$ cat config.mk
export PLATFORM = sky130hd
export DESIGN_NAME = if_fetch
export DESIGN_NICKNAME = d
export VERILOG_FILES = /design/src/rtl/riscv_pkg.sv /design/src/rtl/fetch_buf.sv /design/src/rtl/if_fetch.sv
export SDC_FILE = /design/constraint.sdc
export NUM_CORES = 1
export LEC_CHECK = 0
export CORE_UTILIZATION = 54
export CTS_BUF_LIST = sky130_fd_sc_hd__clkbuf_8
export CTS_CLUSTER_SIZE = 20
export DETAILED_ROUTE_END_ITERATION = 8
export PLACE_DENSITY = 0.92
export SLEW_MARGIN = 5
export SYNTH_ARGS = -nofsm -noshare
export SYNTH_HDL_FRONTEND = slang
export SYNTH_SLANG_ARGS = --single-unit
$ cat constraint.sdc
create_clock -name clk -period 9.2 [get_ports clk]
set_input_delay 1.84 -clock clk [delete_from_list [all_inputs] [get_ports clk]]
set_output_delay 1.84 -clock clk [all_outputs]
set_load 0.02 [all_outputs]
$ cat src/rtl/riscv_pkg.sv
// Shared RISC-V core definitions: fetch-stage state encoding, reset PC default,
// word size and the major opcodes the decoder also keys on.
package riscv_pkg;

  typedef enum logic [1:0] {
    ST_HOLD = 2'd0,
    ST_REQ  = 2'd1,
    ST_WAIT = 2'd2,
    ST_KILL = 2'd3
  } fetch_state_e;

  localparam logic [31:0] RESET_PC_DEF = 32'h0000_0000;
  localparam logic [31:0] WORD_BYTES   = 32'd4;

  localparam logic [6:0] OPC_LUI    = 7'b0110111;
  localparam logic [6:0] OPC_AUIPC  = 7'b0010111;
  localparam logic [6:0] OPC_JAL    = 7'b1101111;
  localparam logic [6:0] OPC_JALR   = 7'b1100111;
  localparam logic [6:0] OPC_BRANCH = 7'b1100011;
  localparam logic [6:0] OPC_LOAD   = 7'b0000011;
  localparam logic [6:0] OPC_STORE  = 7'b0100011;
  localparam logic [6:0] OPC_OP_IMM = 7'b0010011;
  localparam logic [6:0] OPC_OP     = 7'b0110011;

  typedef struct packed {
    logic [31:0] inst;
    logic [31:0] pc;
  } fetch_entry_t;

  function automatic logic [31:0] word_align(input logic [31:0] a);
    return {a[31:2], 2'b00};
  endfunction

endpackage

$ cat src/rtl/fetch_buf.sv
// Fetch buffer: synchronous FIFO of {inst, pc} entries with push/pop/flush.
// DEPTH must be a power of two so the pointers wrap naturally.
module fetch_buf
  import riscv_pkg::*;
#(
  parameter int DEPTH = 2,
  localparam int AW   = $clog2(DEPTH)
) (
  input  logic         clk,
  input  logic         rst,
  input  logic         push,
  input  fetch_entry_t din,
  input  logic         pop,
  input  logic         flush,
  output fetch_entry_t head,
  output logic         full,
  output logic         empty,
  output logic [AW:0]  count
);

  localparam logic [AW:0]   CNT_ONE  = (AW+1)'(1);
  localparam logic [AW:0]   CNT_FULL = (AW+1)'(DEPTH);
  localparam logic [AW-1:0] PTR_ONE  = AW'(1);

  fetch_entry_t      mem [DEPTH];
  logic [AW-1:0]     wr_ptr, rd_ptr;
  logic [AW:0]       cnt;
  logic              do_push, do_pop;

  assign full    = (cnt == CNT_FULL);
  assign empty   = (cnt == '0);
  assign count   = cnt;
  assign head    = mem[rd_ptr];
  // a full buffer still takes a push when the head leaves in the same cycle
  assign do_pop  = pop & ~empty;
  assign do_push = push & (~full | do_pop);

  always_ff @(posedge clk or posedge rst) begin
    if (rst) begin
      wr_ptr <= '0;
      rd_ptr <= '0;
      cnt    <= '0;
      for (int i = 0; i < DEPTH; i++) mem[i] <= '0;
    end else if (flush) begin
      wr_ptr <= '0;
      rd_ptr <= '0;
      cnt    <= '0;
    end else begin
      if (do_push) begin
        mem[wr_ptr] <= din;
        wr_ptr      <= wr_ptr + PTR_ONE;
      end
      if (do_pop) rd_ptr <= rd_ptr + PTR_ONE;
      case ({do_push, do_pop})
        2'b10:   cnt <= cnt + CNT_ONE;
        2'b01:   cnt <= cnt - CNT_ONE;
        default: cnt <= cnt;
      endcase
    end
  end

endmodule

$ cat src/rtl/if_fetch.sv
// Instruction fetch stage: PC, single-outstanding imem handshake, fetch buffer,
// redirect handling. Define IF_MISALIGN_CHK_EN to trap misaligned redirects.
module if_fetch
  import riscv_pkg::*;
#(
  parameter logic [31:0] RESET_PC  = RESET_PC_DEF,
  parameter int          BUF_DEPTH = 2,
  localparam int         CW        = $clog2(BUF_DEPTH) + 1
) (
  input  logic        clk,
  input  logic        rst,
  output logic        imem_req,
  output logic [31:0] imem_addr,
  input  logic        imem_gnt,
  input  logic        imem_rvalid,
  input  logic [31:0] imem_rdata,
  input  logic        redirect_valid,
  input  logic [31:0] redirect_pc,
  output logic        inst_valid,
  output logic [31:0] inst,
  output logic [31:0] inst_pc,
  input  logic        inst_ready,
  output logic        fetch_fault
);

  fetch_state_e  state_q, state_d;
  logic [31:0]   pc_q, pc_d;
  logic [31:0]   ifl_q, ifl_d;
  logic          req_q;
  logic          fault_q;
  logic          misalign;
  logic [31:0]   tgt;
  logic          push, pop, flush;
  logic          buf_full, buf_empty;
  logic [CW-1:0] buf_count;
  fetch_entry_t  buf_head, buf_din;
  int            occ;

`ifdef IF_MISALIGN_CHK_EN
  assign misalign = |redirect_pc[1:0];
  assign tgt      = redirect_pc;

  always_ff @(posedge clk or posedge rst) begin
    if (rst) fault_q <= 1'b0;
    else     fault_q <= fault_q | (redirect_valid & misalign);
  end
`else
  assign misalign = 1'b0;
  assign tgt      = word_align(redirect_pc);
  assign fault_q  = 1'b0;
`endif

  assign pop         = inst_valid & inst_ready;
  assign buf_din     = '{inst: imem_rdata, pc: ifl_q};
  assign inst_valid  = ~buf_empty;
  assign inst        = buf_head.inst;
  assign inst_pc     = buf_head.pc;
  assign imem_req    = req_q;
  assign imem_addr   = pc_q;
  assign fetch_fault = fault_q;

  fetch_buf #(.DEPTH(BUF_DEPTH)) u_buf (
    .clk   (clk),
    .rst   (rst),
    .push  (push),
    .din   (buf_din),
    .pop   (pop),
    .flush (flush),
    .head  (buf_head),
    .full  (buf_full),
    .empty (buf_empty),
    .count (buf_count)
  );

  always_comb begin
    state_d = state_q;
    pc_d    = pc_q;
    ifl_d   = ifl_q;
    push    = 1'b0;
    flush   = 1'b0;
    // occupancy once this cycle's pop has left
    occ     = int'(buf_count) - (pop ? 1 : 0);
    if (fault_q) begin
      state_d = ST_HOLD;
    end else if (redirect_valid) begin
      flush = 1'b1;
      pc_d  = tgt;
      if (misalign) begin
        state_d = ST_HOLD;
      end else begin
        case (state_q)
          ST_HOLD: state_d = ST_REQ;
          ST_REQ:  state_d = imem_gnt ? ST_KILL : ST_REQ;
          // an in-flight response must drain before refetching
          ST_WAIT,
          ST_KILL: state_d = imem_rvalid ? ST_REQ : ST_KILL;
          default: state_d = ST_HOLD;
        endcase
      end
    end else begin
      case (state_q)
        ST_HOLD: if (!buf_full) state_d = ST_REQ;
        ST_REQ: begin
          if (imem_gnt) begin
            pc_d    = pc_q + WORD_BYTES;
            ifl_d   = pc_q;
            state_d = ST_WAIT;
          end
        end
        ST_WAIT: begin
          if (imem_rvalid) begin
            push    = 1'b1;
            state_d = (occ + 1 < BUF_DEPTH) ? ST_REQ : ST_HOLD;
          end
        end
        ST_KILL: begin
          if (imem_rvalid) state_d = (occ < BUF_DEPTH) ? ST_REQ : ST_HOLD;
        end
        default: state_d = ST_HOLD;
      endcase
    end
  end

  always_ff @(posedge clk or posedge rst) begin
    if (rst) begin
      state_q <= ST_HOLD;
      pc_q    <= RESET_PC;
      ifl_q   <= RESET_PC;
      req_q   <= 1'b0;
    end else begin
      state_q <= state_d;
      pc_q    <= pc_d;
      ifl_q   <= ifl_d;
      req_q   <= (state_d == ST_REQ);
    end
  end

endmodule

# After elaboration in Yosys (flattened, before gate mapping)
# Index checks and enable logic that the tools add are counted.
[op_classes]
n_eq_ne = 7
add_sub_neg = 7
magnitude_cmp = 5
n_reduce_logical = 12
mux = 31
bitwise = 10
[ops]
columns = ["cell", "n"]
rows = [
  ["two-way mux 64 bit", 4],
  ["bitwise mux 128 bit", 1],
  ["two-way mux 32 bit", 3],
  ["demux 64 bit (select 1 bit)", 1],
  ["adder 32 x 3 -> 32 bit, second input constant", 1],
  ["two-way mux 2 bit", 8],
  ["two-way mux 1 bit", 11],
  ["== test 2 bit, second input constant", 4],
  ["one-hot mux 2 bit (4 select lines)", 1],
  ["nonzero test 2 bit", 4],
  ["== test 2 x 1 -> 1 bit, second input constant", 3],
  ["one-hot mux 2 bit (3 select lines)", 1],
  ["adder 3 x 2 -> 4 bit, second input constant", 1],
  [">= comparator 2 bit, second input constant", 2],
  ["logical NOT 2 bit", 2],
  ["< comparator 4 x 3 -> 1 bit, second input constant", 1],
  ["inverter 1 bit", 4],
  ["inverter 1 -> 2 bit", 2],
  ["one-hot mux 2 bit (2 select lines)", 1],
  ["AND reduction 2 bit", 2],
  ["AND 1 bit", 3],
  ["< comparator 3 bit, second input constant", 1],
  ["AND reduction 3 bit", 1],
  ["nonzero test 3 bit", 1],
  ["other kinds (8)", 9],
]
[word_totals]
reg_bits = 199
elab_cells = 83

# Logic depth before layout (Yosys ltp)
[depth]
word_depth = 12
ltp_mapped = 11
depth_no_buf = 11

# Cells and area by module
# Synthesis repeated with hierarchy kept, for this count alone.
[unflattened]
cells_unflattened = 667
area_unflattened_um2 = 9095.0
[by_module_without_submodules]
columns = ["mod", "n_inst", "cells_per_inst", "seq_area_each_um2", "area_each_um2"]
rows = [
  ["fetch_buf", 1, 366, 3303.2, 5918.2],
  ["if_fetch", 1, 301, 1576.5, 3176.8],
]

# Least setup slack after synthesis
# Ideal clock, no wire load.
[synth_timing]
path_kind = "input to register"
start = "input port inst_ready"
end = "register req_q, in the netlist imem_req"
arrival_ns = 3.331
slack_ns = 5.804
required_ns = 9.136
stages = 10
cell_sequence = "and2_1 ha_1 inv_1 ha_1 inv_1 ha_1 nor2b_1 nor3_1 o31ai_1 a31o_2"
[synth_between]
elab_chain_len = 10
elab_cells_between_ends = 13
[synth_lines]
columns = ["item", "line", "text"]
rows = [
  ["from (decl)", "if_fetch.sv:22", "input logic inst_ready,"],
  ["AND 1 bit *", "if_fetch.sv:53", "assign pop = inst_valid & inst_ready;"],
  ["two-way mux 1 bit *", "if_fetch.sv:82", "occ = int'(buf_count) - (pop ? 1 : 0);"],
  ["subtractor 2 x 1 -> 3 bit *", "if_fetch.sv:82", ""],
  ["adder 3 x 2 -> 4 bit", "if_fetch.sv:113", "state_d = (occ + 1 < BUF_DEPTH) ? ST_REQ : ST_HOLD;"],
  ["< comparator 4 x 3 -> 1 bit", "if_fetch.sv:113", ""],
  ["two-way mux 1 bit", "if_fetch.sv:113", ""],
  ["two-way mux 2 bit", "if_fetch.sv:111", "if (imem_rvalid) begin"],
  ["one-hot mux 2 bit (4 select lines) *", "if_fetch.sv:101", "case (state_q)"],
  ["two-way mux 2 bit *", "if_fetch.sv:85", "end else if (redirect_valid) begin"],
  ["== test 2 x 1 -> 1 bit *", "if_fetch.sv:134", "req_q <= (state_d == ST_REQ);"],
  ["to (signal assigned)", "if_fetch.sv:134", ""],
  ["to (decl)", "if_fetch.sv:29", "logic req_q;"],
]
# Mark *: on every way between the ends. The rest lies on a longest branch, timed or not.
# A chain may end at the register's enable or synchronous reset.

# Worst setup path after layout
[layout_timing]
start = "register u_buf.rd_ptr"
end = "output port inst_pc[5]"
[layout_between]
elab_chain_len = 4
[layout_lines]
columns = ["item", "line", "text"]
rows = [
  ["from (decl)", "fetch_buf.sv:26", "logic [AW-1:0] wr_ptr, rd_ptr;"],
  ["from (signal assigned)", "fetch_buf.sv:53", "if (do_pop) rd_ptr <= rd_ptr + PTR_ONE;"],
  ["inverter 1 -> 2 bit (implied by the code)", "fetch_buf.sv:33", "assign head = mem[rd_ptr];"],
  ["two-way mux 64 bit (implied by the code) (3 in series)", "fetch_buf.sv:33", ""],
  ["to (decl)", "if_fetch.sv:21", "output logic [31:0] inst_pc,"],
]
# No other way between the ends. The select of a mux whose other input is x is not followed.

==> impl_metrics.env <==
export IMPL_grt_use_total=0.2464
export IMPL_first_pass_iters=5
export IMPL_regArea_um2=4781
export IMPL_ant_nets=0
export IMPL_io_pins=169
export IMPL_slowest_stage="dfrtp_2"
export IMPL_r2r_start="state_q[0]$_DFF_PP0_"
export IMPL_die_y_um=128.7
export IMPL_n_antenna_cell=0
export IMPL_grt_overflow=0
export IMPL_p_per_area_nw_per_um2=244.4
export IMPL_yosysWarnings=0
export IMPL_cts_root_buf="clkbuf_8"
export IMPL_cts_sinks=191
export IMPL_setup_tns_final_ns=0
export IMPL_critPathCaptureType="output pin"
export IMPL_synth_edff_count=0
export IMPL_run_status="complete, no violations"
export IMPL_min_period_ns=4.655
export IMPL_leakage_nw=4.697
export IMPL_worst_path_max_fanout=43
export IMPL_comb_power_share=0.336
export IMPL_path_cells="buf_4, mux2_2, clkdlybuf4s50_1"
export IMPL_area_growth_pct=25.13
export IMPL_fmax_mhz=214.8
export IMPL_period_share=0.5060
export IMPL_cts_buffer_depth=2
export IMPL_critPathKind="flop to output pin"
export IMPL_finalSetupViolations=0
export IMPL_rsz0062_at_grt="no"
export IMPL_initial_utilization=0.5616
export IMPL_ys_ff_latch=191
export IMPL_antenna_found_initial=0
export IMPL_place_congestion=0.8904
export IMPL_arrival_ns=2.82
export IMPL_cts_buffers=17
export IMPL_setup_ws_ns=4.545
export IMPL_cts_resized=0
export IMPL_p_clk_frac=0.211
export IMPL_routedWlPerCell_um=18.64
export IMPL_place_ws_ns=4.208
export IMPL_cp_start_kind="flop"
export IMPL_async_flop_share=1.000
export IMPL_maxCapViolCount=0
export IMPL_skew_ns=0.01044
export IMPL_die_w_um=128.7
export IMPL_syn_avg_cell_area_um2=13.21
export IMPL_finalHoldViolations=0
export IMPL_whs_endpoint="u_buf.mem[91]$_DFFE_PP0P_"
export IMPL_path_delay_family="buffers and inverters"
export IMPL_nFillCells=1059
export IMPL_cts_htree_levels=4
export IMPL_cts_tree="done"
export IMPL_final_cells=1031
export IMPL_viasPerCell=5.726
export IMPL_worst_pin_slew_ns=1.096
export IMPL_nets=882
export IMPL_switching_power_mw=0.8410
export IMPL_core_area_um2=15430
export IMPL_grt_pass1_wl_um=31340
export IMPL_drv_slew=0
export IMPL_multiInputGateArea_um2=3667
export IMPL_r2r_setup_slack_ns=6.01
export IMPL_dp_cells=999
export IMPL_max_slew_margin=0.2669
export IMPL_ctsHoldBuffers=0
export IMPL_post_route_util=0.7028
export IMPL_power_frac_seq=0.452
export IMPL_dp_hpwl_um=13160
export IMPL_drt_initial_drc_count=333
export IMPL_clk_insertion_delay_late_ns=0.47
export IMPL_reg2reg_depth=5
export IMPL_synth_ff_type="dfrtp_1"
export IMPL_layout_drive_gt1_share=0.3122
export IMPL_final_common_cell="mux2_2"
export IMPL_path_buf_inv=2
export IMPL_syn_inst=656
export IMPL_min_path_cells=1
export IMPL_swShare=0.3174
export IMPL_ir_drop_v=0.0001416
export IMPL_grt_start_max_net_pins=109
export IMPL_most_common_layout_cells="mux2_2 (208), dfrtp_1 (190), clkdlybuf4s50_1 (161)"
export IMPL_route_detailed_drc=0
export IMPL_hp_class="flop to flop"
export IMPL_vias=5904
export IMPL_fp_dieArea_um2=16560
export IMPL_place_area_um2=10430
export IMPL_grt_pass1_vias=6157
export IMPL_slowest_delay_ns=0.74
export IMPL_std_cell_rows=45
export IMPL_wirelength_um=19220
export IMPL_critPathRequiredTime_ns=7.36
export IMPL_post_cts_setup_buffer_count=0
export IMPL_finalPower_mw=2.649
export IMPL_p_int_mw=1.808
export IMPL_timing_hold_ws_ns=0.4980
export IMPL_hold_start="u_buf.mem[91]$_DFFE_PP0P_"
export IMPL_worstReg2RegEnd="u_buf.mem[123]$_DFFE_PP0P_"
export IMPL_cts_clk_slew_worst_paths_ns=0.10
export IMPL_io_buffers=161
export IMPL_synth_seq_area_share=0.5516
export IMPL_synth_area_um2=8665
export IMPL_critPathLaunch="u_buf.rd_ptr$_DFFE_PP0P_"
export IMPL_yosysUniqueCellTypes=46
export IMPL_post_route_cell_area_um2=10840
-- cells by family after synthesis --
group | after synthesis | share of synthesized area
buffers and inverters | 53 | 0.02816
DFF | 191 | 0.5516
and+or+nand+nor | 120 | 0.07581
AOI/OAI and AO/OA | 54 | 0.03971
other | 1 | 0.0004328
muxes | 217 | 0.2819
xor gates and xnor gates | 15 | 0.01516
adders and majority gates | 5 | 0.007220
-- state kept, by name, indices dropped and copies added (netlist names) --
name and flops:
u_buf.count 2, imem_addr 30, state_q 2, u_buf.rd_ptr 1
u_buf.wr_ptr 1, ifl_q 30, u_buf.mem 124, imem_req 1
-- cells in the mapped netlist, drive strengths merged (6+ instances only) --
cell	count	area, um^2
or4	16	127.6
mux2	216	2432
clkbuf	14	52.55
nand2	26	97.59
a31oi	15	93.84
buf	26	142.6
dfrtp	191	4780
nor2	22	82.58
inv	13	48.80
nor3	8	45.04
nand4	10	62.56
xor2	6	52.55
o21ai	16	80.08
o31ai	13	97.59
xnor2	9	78.83
nand3	12	60.06
-- worst register-to-register path, cell delays in order, from the launching register on --
cell and delay, ns:
dfrtp_1 0.45, nand3b_1 0.31, o21bai_1 0.32, nor3_4 0.87, buf_4 0.69, mux2_2 0.43
-- power groups by stage --
stage / combinational (mW) / sequential (mW) / clock (mW)
global route: 0.947 / 1.23 / 0.617
floorplan: 0.531 / 1.18 / 0
CTS: 0.900 / 1.20 / 0.577
detailed placement: 0.893 / 1.22 / 0
finish: 0.891 / 1.20 / 0.560
global placement: 0.871 / 1.19 / 0
-- how the worst max path moves through the flow --
| stage | to | cells after the start | slack (ns) |
|---|---|---|---|
| after floorplan | ifl_q[10]$_DFFE_PP0P_ | 1 | 2.16 |
| after global placement | u_buf.mem[101]$_DFFE_PP0P_ | 6 | 4.35 |
| after detailed placement | u_buf.mem[108]$_DFFE_PP0P_ | 6 | 4.21 |
| after CTS | inst_pc[2] | 3 | 4.50 |
| after global routing | inst_pc[2] | 3 | 4.39 |
| final | inst_pc[5] | 3 | 4.54 |
-- layout make-up --
| cell class | instances | area share |
|---|---|---|
| inverters | 13 | 0.005193 |
| clock inverters | 15 | 0.01616 |
| repair buffers | 168 | 0.1535 |
| clock buffers | 17 | 0.02158 |
| multi-input cells | 416 | 0.3383 |
| well taps | 211 | 0.02435 |
| flip-flops and latches | 191 | 0.4410 |
-- routing by layer --
metal | vias up | GRT usage | share of wire
met4 | 0 | 0.09066 | 0.021
met2 | 233 | 0.4076 | 0.49
met5 | - | 0 | 0
met1 | 2972 | 0.2989 | 0.41
met3 | 28 | 0.08565 | 0.081
li1 | 2671 | - | -
(Power assumes the default switching activity.)
==> patch 1 (config.mk and constraints unchanged) <==
The parameter `BUF_DEPTH` goes from 2 to 4.
--- a/src/rtl/if_fetch.sv
+++ b/src/rtl/if_fetch.sv
@@ -4,7 +4,7 @@
   import riscv_pkg::*;
 #(
   parameter logic [31:0] RESET_PC  = RESET_PC_DEF,
-  parameter int          BUF_DEPTH = 2,
+  parameter int          BUF_DEPTH = 4,
   localparam int         CW        = $clog2(BUF_DEPTH) + 1
 ) (
   input  logic        clk,
Check against the original RTL: not equivalent (Yosys sat finds a counterexample within 10 cycles, from zero or initial values and one cycle with rst high).
==> patch 1 against the unedited design <==
- power is 70% higher
- largest cell class unchanged
- first-iteration DRC count up 85%
- setup slack got worse by 0.50 ns
- maximum frequency fell by 9.7%
- largest power group unchanged
- routed wire length grew 61%
- clock skew is 0.030 ns higher
- synthesized cell count grew 45%
- sequential cell count increased by 127
- final area is 58% higher
- combinational power grew 52%
- critical endpoint is now inst_pc[11]
- area after synthesis increased by 64%
==> patch 1: results (changes against the unedited design) <==
clk_skew: 0.0409 ns (+0.0304 ns)
Crit. Startpoint: u_buf.rd_ptr[0]$_DFFE_PP0P_
# diodes: 0 (unchanged)
Post-CTS Setup Bufs: 0 (unchanged)
CP arrival: 3.31 ns (+0.49 ns)
Internal Power: 3100 uW (+71%)
Setup crit end: inst_pc[11]
largest net degree at the start of global routing: 172 (+58%)
reg2reg setup slack: 6.34 ns (+0.33 ns)
CTS H-tree depth: 2 (-2)
min-delay src: u_buf.mem[93]$_DFFE_PP0P_
Initial DRC Count: 617 (+85%)
Worst R2R Path Depth: 4 (-1)
number of synthesized flops with an enable pin: 0 (unchanged)
DP HPWL: 18500 microns (+41%)
Post-Layout Cell Count: 1488 (+44%)
clock-pin slew on the worst setup and hold paths: 0.06 ns (-0.04 ns)
worst-path maximum fanout: 45 (+4.7%)
Nets: 1193 (+35%)
Distinct cells, synth: 48 (+4.3%)
Gate power share: 30.1% (-3.5 points)
Cells after DPL: 1395 (+40%)
commonest cells in the netlist: dfrtp_1, mux2_2, mux4_2
clock buffer count from CTS: 53 (+36)
cells after synthesis: 953 (+45%)
Largest register FFs: 248 (+100%)
worst-case clock buffer depth: 3 (+1)
Biggest register: u_buf.mem
Seq/Total Area, Yosys: 55.9% (+0.74 points)
worst vdd ir: 0.000219 V (+55%)
Worst Hold Class: register to register
status: completed
worst skew pair latency: 0.59 ns (+0.12 ns)
antenna violations before repair: 0 (unchanged)
Tot GR Track Use: 23.8% (-0.84 points)
RR Startpoint: state_q[0]$_DFF_PP0_
RePlAce Congestion: 0.855 (-4.0%)
Via density: 5.95 (+3.8%)
CTS root buf: clkbuf_8
YS warnings: 0 (unchanged)
Synth async-reset ratio: 100% (unchanged)
first-pass GRT wire length: 50000 microns (+59%)
TritonRoute pass-1 iters: 5 (unchanged)
top post-synthesis cells by area: dfrtp_1, mux2_2, mux4_2
I/O Buffers: 161 (unchanged)
Placed Area: 16000 sq um (+54%)
LEAKAGE: 0.00775 uW (+65%)
worst r2r dst: u_buf.mem[165]$_DFFE_PP0P_
WL final: 30900 microns (+61%)
Post-CTS Resized: 0 (unchanged)
layout cells sized above 1: 33.2% (+2.0 points)
Worst Tran Pin Value: 1.09 ns (-0.0107 ns)
number of global-route vias before repair: 9498 (+54%)
patch 1: layout make-up:
| class | count | area [sq um] |
|---|---|---|
| clock buffer | 66 | 908 |
| clock inverter | 27 | 174 |
| fill | 1819 | 8850 |
| inverter | 9 | 37.5 |
| multi-input combinational | 566 | 5960 |
| sequential | 318 | 7970 |
| tap | 335 | 419 |
| timing repair buffer | 167 | 1660 |
patch 1: worst min path at each step:
stage,to,slack (ns),depth (start not counted)
final,u_buf.mem[93]$_DFFE_PP0P_,0.48,1
after global routing,u_buf.mem[221]$_DFFE_PP0P_,0.50,1
after CTS,u_buf.mem[93]$_DFFE_PP0P_,0.48,1
after detailed placement,u_buf.mem[31]$_DFFE_PP0P_,0.47,1
after global placement,u_buf.mem[83]$_DFFE_PP0P_,0.46,1
after floorplan,u_buf.mem[66]$_DFFE_PP0P_,0.45,1
patch 1: layer usage:
layer / track usage, % / vias up / part of all wire (%)
li1: - / 3876 / -
met3: 4.60 / 71 / 5.3
met4: 8.96 / 0 / 2.7
met1: 30.9 / 4665 / 41
met2: 39.7 / 237 / 51
met5: 0 / - / 0
patch 1: worst max-delay path, cell delays in order, from the launching register on:
cell and delay, ns:
dfrtp_4 0.70, buf_4 0.80, mux4_2 0.60, clkdlybuf4s50_1 0.62
patch 1: cell families after synthesis:
| logic type | Yosys count | share of synthesized area, % |
|---|---|---|
| compound gates | 50 | 2.29 |
| xor+xnor | 16 | 0.985 |
| fa+ha+maj | 8 | 0.756 |
| buf+inv | 73 | 2.39 |
| flops | 318 | 55.9 |
| mux | 344 | 32.1 |
| other cells | 1 | 0.0263 |
| simple gates | 143 | 5.55 |
patch 1: through the flow:
stage | setup WS [ns] | total power (uW) | hold slack, ns
detailed placement | 4.55 | 3270 | 0.470
floorplan | 3.12 | 2690 | 0.452
global placement | 4.60 | 3220 | 0.462
finish | 4.05 | 4500 | 0.480
global route | 3.81 | 4720 | 0.504
CTS | 3.93 | 4540 | 0.484
patch 1: power by group through the flow:
stage,Combinational (uW),Clock [uW],Sequential (uW)
final,1350,1260,1890
after global routing,1440,1350,1930
after CTS,1370,1280,1890
after detailed placement,1360,0,1910
after global placement,1330,0,1890
after floorplan,874,0,1810
==> patch 2 (same flow settings) <==
Made on the original files. Register the output `fetch_fault`, with the module's reset; this adds one clock of latency there. The other outputs are not delayed to match.
--- a/src/rtl/if_fetch.sv
+++ b/src/rtl/if_fetch.sv
@@ -57,7 +57,13 @@
   assign inst_pc     = buf_head.pc;
   assign imem_req    = req_q;
   assign imem_addr   = pc_q;
-  assign fetch_fault = fault_q;
+  always_ff @(posedge clk or posedge rst) begin
+    if (rst) begin
+      fetch_fault <= '0;
+    end else begin
+      fetch_fault <= fault_q;
+    end
+  end
 
   fetch_buf #(.DEPTH(BUF_DEPTH)) u_buf (
     .clk   (clk),
Check against the original RTL: no difference found for any inputs over 4 cycles, from zero or initial values and one cycle with rst high; that may be too few to reach the edited logic, so the function may still have changed.
==> patch 2 against the unedited design <==
- routed wire length rose by 3.9%
- count of clock-buffer cells in the layout rose by 6
- final area rose by 2.0%
- core utilization fell by 0.88 points
- area after synthesis rose by 2.2%
- sequential cell count did not move
- clock skew rose by 0.0022 ns
- die area rose by 2.2%
- first-iteration DRC count rose by 24%
- register-to-register slack improved by 0.25 ns
- power rose by 4.5%
- worst hold slack got worse by 0.0050 ns
- setup slack got worse by 0.018 ns
- largest power group unchanged
==> patch 2: results (changes against the unedited design) <==
Synth Area in Compound Gates: 4.17% (+0.20 points)
Buffers excl. clock: 167 (-0.60%)
Adder-Cell Fraction of Synth Area: 0.706% (-0.016 points)
multi-input logic area: 3820 sq um (+4.2%)
clk_skew: 0.0127 ns (+0.00223 ns)
first-pass GRT wire length: 31600 microns (+0.90%)
DP HPWL: 13500 microns (+2.5%)
worst-path maximum fanout: 47 (+9.3%)
Worst Hold Class: register to register
RePlAce Congestion: 0.868 (-2.5%)
layout cells sized above 1: 31.7% (+0.45 points)
CP arrival: 2.83 ns (about the same)
met3 Track Usage GR: 5.29% (-3.3 points)
Initial DRC Count: 413 (+24%)
Achievable Freq: 214 MHz (-0.38%)
mux share of post-synthesis cell area: 27.6% (-0.62 points)
number of global-route vias before repair: 6141 (-0.26%)
Internal Power: 1920 uW (+6.3%)
fillers: 1148 (+8.4%)
Cells after DPL: 1024 (+2.5%)
Via density: 5.74 (+0.29%)
status: completed
WHS Endpoint: u_buf.mem[87]$_DFFE_PP0P_
clkbuf count: 23 (+6)
Clock Power: 640 uW (+14%)
met3 routed WL: 1400 microns (-10%)
reg2reg setup slack: 6.26 ns (+0.25 ns)
PD cells: 250 nW/um^2 (+2.4%)
multi-input gate count: 437 (+5.0%)
LEAKAGE: 0.00479 uW (+2.0%)
Tot GR Track Use: 24.6% (about the same)
Placed Area: 10600 sq um (+1.4%)
met2 Use GR: 41.6% (+0.85 points)
hold_ws: 0.493 ns (-0.00501 ns)
Distinct cells, synth: 55 (+20%)
met2 wire len: 9860 microns (+4.9%)
Post-Layout Cell Count: 1056 (+2.4%)
commonest cells in the netlist: mux2_2, dfrtp_1, nand2_1
Area growth, synth to finish: 24.9%
Slew HR: 33.8% (+7.1 points)
min-delay src: u_buf.mem[87]$_DFFE_PP0P_
worst stage delay on the critical path: 0.71 ns (-0.03 ns)
Synth Area in XOR/XNOR: 1.09% (-0.43 points)
met1 WL: 8360 microns (+6.6%)
Largest register FFs: 124 (unchanged)
fraction of area in registers: 43.2% (-0.88 points)
pre-CTS setup slack: 4.47 ns (+0.266 ns)
top post-synthesis cells by area: dfrtp_1, mux2_2, nand2_1
largest net degree at the start of global routing: 118 (+8.3%)
Signal buf overhead: 14.9% (-0.42 points)
Nets: 902 (+2.3%)
worst vdd ir: 0.000136 V (-3.9%)
Mean Syn Cell Area: 13.0 sq um (-1.4%)
Synth async-reset ratio: 100% (unchanged)
worst r2r dst: u_buf.mem[114]$_DFFE_PP0P_
met1 Usage GRT: 31.2% (+1.3 points)
Tot Pwr: 2770 uW (+4.5%)
Seq/Total Area, Yosys: 54.0% (-1.2 points)
patch 2: changes by cell type in the layout (fill, tap and decap cells not counted), sizes merged, moves of 4 or more:
cell    delta
a31oi      -7
xor2       -4
nand2      +8
nand4      +6
inv        -5
or4       -11
nor2b      +6
clkbuf     +6
nor2       -4
o31ai      -6
nand3      +7
patch 2: worst max-delay path by stage:
stage	startpoint	to	slack, ns	cells after the start
final	u_buf.rd_ptr$_DFFE_PP0P_	inst_pc[9]	4.53	3
after global routing	u_buf.rd_ptr$_DFFE_PP0P_	inst[21]	4.42	3
after CTS	u_buf.rd_ptr$_DFFE_PP0P_	inst_pc[9]	4.49	3
after detailed placement	imem_rvalid	u_buf.mem[114]$_DFFE_PP0P_	4.47	6
after global placement	imem_rvalid	u_buf.mem[111]$_DFFE_PP0P_	4.53	6
after floorplan	rst	ifl_q[10]$_DFFE_PP0P_	2.16	1
